[src/rtl/emu_sdram_responder.sv]
// Two-channel ROM read responder (object ROM and main CPU) sharing one SDRAM read port.
// Define EMU_SDRAM_WORDCACHE_EN to add a one-word cache per channel.
module emu_sdram_responder #(
  parameter logic [21:0] MAINCPU_BASE = 22'h000000,
  parameter logic [21:0] OBJROM_BASE  = 22'h020000
) (
  input  logic        i_EMU_MCLK,
  input  logic        i_EMU_INITRST_n,
  input  logic [16:0] i_EMU_MAINCPU_ADDR,
  output logic [7:0]  o_EMU_MAINCPU_DATA,
  input  logic        i_EMU_MAINCPU_RQ_n,
  output logic        o_EMU_MAINCPU_OK,
  input  logic [16:0] i_EMU_OBJROM_ADDR,
  output logic [7:0]  o_EMU_OBJROM_DATA,
  input  logic        i_EMU_OBJROM_RQ_n,
  output logic        o_EMU_OBJROM_OK,
  output logic        o_SDRAM_RD,
  output logic [21:0] o_SDRAM_ADDR,
  input  logic        i_SDRAM_ACK,
  input  logic [15:0] i_SDRAM_DQ
);

  typedef enum logic {IDLE, BUSY} state_t;

  state_t      state;
  logic        owner_obj;
  logic [16:0] lat_addr;
  logic [16:0] main_srv_addr, obj_srv_addr;
  logic        main_srv_vld, obj_srv_vld;
  logic        main_rq_prev, obj_rq_prev;

  logic main_fall, obj_fall, main_pend, obj_pend;
  logic [7:0] ack_byte;

  function automatic logic [7:0] sel_byte(input logic [15:0] word, input logic hi);
    return hi ? word[15:8] : word[7:0];
  endfunction

  assign main_fall = main_rq_prev & ~i_EMU_MAINCPU_RQ_n;
  assign obj_fall  = obj_rq_prev & ~i_EMU_OBJROM_RQ_n;
  assign main_pend = ~i_EMU_MAINCPU_RQ_n & (~main_srv_vld | (i_EMU_MAINCPU_ADDR != main_srv_addr));
  assign obj_pend  = ~i_EMU_OBJROM_RQ_n & (~obj_srv_vld | (i_EMU_OBJROM_ADDR != obj_srv_addr));
  assign ack_byte  = sel_byte(i_SDRAM_DQ, lat_addr[0]);

  assign o_EMU_MAINCPU_OK = ~i_EMU_MAINCPU_RQ_n & main_srv_vld & (i_EMU_MAINCPU_ADDR == main_srv_addr);
  assign o_EMU_OBJROM_OK  = ~i_EMU_OBJROM_RQ_n & obj_srv_vld & (i_EMU_OBJROM_ADDR == obj_srv_addr);

`ifdef EMU_SDRAM_WORDCACHE_EN
  logic [15:0] main_cword, obj_cword;
  logic [15:0] main_ctag, obj_ctag;
  logic        main_cvld, obj_cvld;
  logic        main_hit, obj_hit;

  assign main_hit = main_cvld & (main_ctag == i_EMU_MAINCPU_ADDR[16:1]);
  assign obj_hit  = obj_cvld & (obj_ctag == i_EMU_OBJROM_ADDR[16:1]);
`endif

  always_ff @(posedge i_EMU_MCLK or negedge i_EMU_INITRST_n) begin
    if (!i_EMU_INITRST_n) begin
      state              <= IDLE;
      owner_obj          <= 1'b0;
      lat_addr           <= '0;
      o_SDRAM_RD         <= 1'b0;
      o_SDRAM_ADDR       <= '0;
      o_EMU_MAINCPU_DATA <= 8'h00;
      o_EMU_OBJROM_DATA  <= 8'h00;
      main_srv_addr      <= '0;
      obj_srv_addr       <= '0;
      main_srv_vld       <= 1'b0;
      obj_srv_vld        <= 1'b0;
      main_rq_prev       <= 1'b1;
      obj_rq_prev        <= 1'b1;
`ifdef EMU_SDRAM_WORDCACHE_EN
      main_cword         <= '0;
      obj_cword          <= '0;
      main_ctag          <= '0;
      obj_ctag           <= '0;
      main_cvld          <= 1'b0;
      obj_cvld           <= 1'b0;
`endif
    end else begin
      main_rq_prev <= i_EMU_MAINCPU_RQ_n;
      obj_rq_prev  <= i_EMU_OBJROM_RQ_n;
      case (state)
        IDLE: begin
`ifdef EMU_SDRAM_WORDCACHE_EN
          if (obj_pend && obj_hit) begin
            o_EMU_OBJROM_DATA <= sel_byte(obj_cword, i_EMU_OBJROM_ADDR[0]);
            obj_srv_addr      <= i_EMU_OBJROM_ADDR;
            obj_srv_vld       <= 1'b1;
          end else if (obj_pend) begin
`else
          if (obj_pend) begin
`endif
            state        <= BUSY;
            o_SDRAM_RD   <= 1'b1;
            owner_obj    <= 1'b1;
            lat_addr     <= i_EMU_OBJROM_ADDR;
            o_SDRAM_ADDR <= OBJROM_BASE + {5'b0, i_EMU_OBJROM_ADDR};
`ifdef EMU_SDRAM_WORDCACHE_EN
          end else if (main_pend && main_hit) begin
            o_EMU_MAINCPU_DATA <= sel_byte(main_cword, i_EMU_MAINCPU_ADDR[0]);
            main_srv_addr      <= i_EMU_MAINCPU_ADDR;
            main_srv_vld       <= 1'b1;
`endif
          end else if (main_pend) begin
            state        <= BUSY;
            o_SDRAM_RD   <= 1'b1;
            owner_obj    <= 1'b0;
            lat_addr     <= i_EMU_MAINCPU_ADDR;
            o_SDRAM_ADDR <= MAINCPU_BASE + {5'b0, i_EMU_MAINCPU_ADDR};
          end
        end
        BUSY: begin
          if (i_SDRAM_ACK) begin
            state      <= IDLE;
            o_SDRAM_RD <= 1'b0;
            if (owner_obj) begin
              o_EMU_OBJROM_DATA <= ack_byte;
              obj_srv_addr      <= lat_addr;
              obj_srv_vld       <= 1'b1;
`ifdef EMU_SDRAM_WORDCACHE_EN
              obj_cword         <= i_SDRAM_DQ;
              obj_ctag          <= lat_addr[16:1];
              obj_cvld          <= 1'b1;
`endif
            end else begin
              o_EMU_MAINCPU_DATA <= ack_byte;
              main_srv_addr      <= lat_addr;
              main_srv_vld       <= 1'b1;
`ifdef EMU_SDRAM_WORDCACHE_EN
              main_cword         <= i_SDRAM_DQ;
              main_ctag          <= lat_addr[16:1];
              main_cvld          <= 1'b1;
`endif
            end
          end
        end
        default: state <= IDLE;
      endcase
      // A fresh request edge wins over a same-cycle completion so the channel always refetches.
      if (main_fall) begin
        main_srv_vld <= 1'b0;
`ifdef EMU_SDRAM_WORDCACHE_EN
        main_cvld    <= 1'b0;
`endif
      end
      if (obj_fall) begin
        obj_srv_vld <= 1'b0;
`ifdef EMU_SDRAM_WORDCACHE_EN
        obj_cvld    <= 1'b0;
`endif
      end
    end
  end

endmodule

[config.mk]
export PLATFORM = sky130hd
export DESIGN_NAME = emu_sdram_responder
export DESIGN_NICKNAME = d
export VERILOG_FILES = /design/src/rtl/emu_sdram_responder.sv
export SDC_FILE = /design/constraint.sdc
export NUM_CORES = 1
export LEC_CHECK = 0
export BUFFER_PORTS_ARGS = -buffer_cell sky130_fd_sc_hd__buf_2
export CORE_MARGIN = 2
export CORE_UTILIZATION = 50
export CTS_CLUSTER_DIAMETER = 80
export CTS_CLUSTER_SIZE = 20
export DETAILED_ROUTE_END_ITERATION = 8
export GPL_TIMING_DRIVEN = 0
export PLACE_DENSITY = 0.83
export SETUP_SLACK_MARGIN = 0.3
export SLEW_MARGIN = 10
export SYNTH_ARGS = -nofsm -noshare
export SYNTH_HDL_FRONTEND = slang
export SYNTH_SLANG_ARGS = --single-unit
[constraint.sdc]
create_clock -name i_EMU_MCLK -period 2.65 [get_ports i_EMU_MCLK]
set_clock_uncertainty 0.15 [all_clocks]
set_input_delay 0.53 -clock i_EMU_MCLK [delete_from_list [all_inputs] [get_ports i_EMU_MCLK]]
set_output_delay 0.53 -clock i_EMU_MCLK [all_outputs]
set_load 0.005 [all_outputs]
==> key figures <==
Worst setup path
  – Critical path, cell by cell: xnor2_2 > nand2_1 > or3b_4 > nor3_2 > nand4_1 > nor2_2 > buf_2
  – Critical Path Slowest Stage Cell: dfrtp_1
  – CP max stage delay: between 0.4 and 0.5 ns
  – Crit. Startpoint: main_srv_addr[1]
  – Worst Setup Start Kind: flip-flop
  – Reg2Reg Depth: 7
  – Crit end category: primary output
  – Flop-to-flop setup slack: 0.37 ns
  – Crit path max fanout: 2
  – Setup CP Type: flip-flop to primary output
  – R2r startpoint: main_srv_addr[16]
  – Crit-path leading delay family: simple AND/OR/NAND/NOR gates
  – Worst EP required: between 1.5 and 2 ns
  – CP Buf/Inv Count: 1
  – Worst reg2reg path endpoint: lat_addr[12]
  – CP arrival: 1.89 ns

Clock network
  – CTS HTree Levels: 3
  – Clk root buf: clkbuf_8
  – Num CTS Buffers: 9
  – Clock Tree Buf Depth: 2
  – Clock transition at path regs: approximately 0.080 ns
  – Clock Latency Late Sink: around 0.35 ns
  – CTS tree: done
  – Num Clock Sinks: 74

Routing
  – Routed WL: roughly 8300 µm
  – Antenna-violating nets left: 0
  – DRC viols: 0
  – Uppermost routed layer: met4
  – 1st-iter DRT viols: between 100 and 150
  – Average wire per cell in the routed design: 17.6 µm
  – Routed length on met2: 4090 µm
  – Pre-Repair DR Iteration Count: 6
  – Routed vias/inst: roughly 5.6
  – M1 wire length: approximately 3500 µm
  – Total number of vias: ~2600
  – Met3 WL post-DR: roughly 630 µm

Final layout
  – Antenna Diode Count: 0
  – Nets: 442
  – Share of cells above drive strength 1: 0.487
  – Post-route cell area: around 0.0044 mm²
  – Area growth syn-to-layout: 26.7%
  – Final core occ: 0.651
  – Fillers: around 520

Timing
  – Final worst-path cycle share: 0.971
  – Slew HR: 0.537
  – Period minus WS final: around 2.6 ns
  – Hold Vio Cnt, Final: 0
  – Final Slew Violations: 0
  – RSZ-0062 raised after global routing: yes
  – Worst-margin pin slew: around 0.7 ns
  – Fmax: just under 400 MHz
  – WHS: 0.172 ns
  – # setup viols final: 0

Synth
  – Post-synth EDFFs: 0
  – Synth top area share: 0.522
  – Post-Syn Area: roughly 0.0035 mm²
  – Cells taking the most area after synthesis: dfrtp_1, mux2_2, xnor2_1
  – Syn. warnings: 0
  – Synth top cells by count: dfrtp_1, mux2_2, xnor2_1
  – Most common cell in the netlist: dfrtp_1
  – Synth area leader: dfrtp_1
  – Synthesized area per cell: ~12 µm²
  – Netlist cell types: 33
  – Synthesized instance count: approximately 280
  – Prevailing post-synth register cell: dfrtp_1
  – Seq/Total Area, Yosys: 0.537
  – Synth Register Bits: 74
  – Asr flop ratio synth: 1.00

Placed design
  – Post-Place Cell Area: about 0.0040 mm²
  – Dpl hpwl: just over 6000 µm
  – IO Port Bufs: a little over 90
  – Gpl congestion: just under 0.9

Global routing
  – Largest net degree at the start of global routing: 52
  – Vias in the first global route: between 2000 and 3000
  – Total Routing Usage GR: 0.226
  – Initial antenna violation count: 0
  – First-pass GRT wire length: about 13000 µm
  – Gr ovfl total: 0

Die
  – Initial Utilization: 0.514
  – Die area: between 0.007 and 0.008 mm²
  – Core box area: between 0.006 and 0.007 mm²
  – Num rows: 30
  – Die Y-Extent: 87.1 µm
  – Number of I/O pins: 96
  – Die X: ~87 µm

Job
  – Max Cap Viol: 0

Power
  – Worst vdd ir: between 0.0005 and 0.0006 V
  – Cell Pwr Density: roughly 1000 mW/mm²
  – P_leak: roughly 2 nW

Hold path
  – Worst Hold Depth: 1
  – Worst Hold Path EP: main_rq_prev
  – HP Start: i_EMU_MAINCPU_RQ_n
  – Hold Path Class: primary input to flip-flop

Status
  – Status: finished, final reports clean
where the power goes:
part           internal, mW  total (mW)  switching, mW  leakage (nW)
sequential             1.62        1.98          0.356         0.834
combinational         0.884        1.62          0.733          1.02
clock                 0.531       0.954          0.423        0.0987
total                  3.04        4.55           1.51          1.95
flip-flops by register name, summed over array words and instances, names as in the netlist:
| register | flops |
|---|---|
| main_srv_addr | 17 |
| obj_srv_addr | 17 |
| lat_addr | 16 |
| o_EMU_MAINCPU_DATA | 8 |
| o_EMU_OBJROM_DATA | 8 |
| o_SDRAM_ADDR | 2 |
| main_rq_prev | 1 |
| main_srv_vld | 1 |
| o_SDRAM_RD | 1 |
| obj_rq_prev | 1 |
| obj_srv_vld | 1 |
| state | 1 |
final cells by class:
cell class	instances	area, µm²	area share
Clock inverter	6	91.3	0.0209
Clock buffer	10	128	0.0292
Tap cell	80	100	0.0229
Sequential cell	74	1850	0.424
Timing Repair Buffer	96	524	0.120
Multi-Input combinational cell	184	1540	0.351
Inverter	3	11.3	0.00257
Buffer	19	129	0.0295
per-layer routing:
metal,up-vias,global-route usage
li1,1213,-
met1,1291,0.285
met2,117,0.382
met3,14,0.0626
met4,0,0.0643
met5,-,0
logic make-up (layout without fill, tap and decap cells):
kind of cell	count (synthesis)	after routing	synth area share
flops	74	74	0.537
simple gates	63	63	0.102
mux	42	42	0.134
compound gates	41	41	0.0990
xor+xnor	34	34	0.0863
buf+inv	22	134	0.0402
other cells	1	4	0.00109
worst max-delay path by stage:
stage                                   to  slack [ns]  cells past startpoint
after floorplan           o_EMU_MAINCPU_OK        0.38                      6
after global placement    o_EMU_MAINCPU_OK       -0.02                      8
after detailed placement  o_EMU_MAINCPU_OK       -0.05                      8
after CTS                 o_EMU_MAINCPU_OK        0.03                      7
after global routing      o_EMU_MAINCPU_OK       -0.02                      7
final                     o_EMU_MAINCPU_OK        0.08                      7
placed cells by master (no fill, tap or decap), types with 2 or more instances in the layout:
cell type   instances
nand2_1            20
xnor2_2             7
inv_1               3
mux2i_1             8
o221a_2            17
nor4_1              3
nand3_1             2
clkbuf_1            8
buf_4              11
clkinvlp_4          3
dfrtp_1            72
buf_2              89
xnor2_1            18
xor2_1              9
conb_1              4
buf_6               5
a21oi_1             2
clkbuf_8            9
nand4_1             9
bufinv_16           2
and3_4              2
o21ai_0            18
dfstp_2             2
mux2_2             34
or3_1              17
per-stage QoR:
stage	power [mW]	setup TNS [ns]	instances	setup WS, ns
3_3_place_gp	3.45	-0.0225	451	-0.0225
5_1_grt	4.81	-0.0221	472	-0.0221
6_report	4.55	0	472	0.0763
3_5_place_dp	3.55	-0.0545	452	-0.0545
2_1_floorplan	2.93	0	280	0.380
4_1_cts	4.52	0	471	0.0287
timing repair:
item,CTS,global route
endpoints found under the hold margin,23,0
cloned,0,0
hold buffers,1,0
setup endpoints to repair,2,11
resized for setup,6,8
buffers inserted,2,1
pin swaps,12,8
Note: power is estimated with default switching activity, not from simulation.
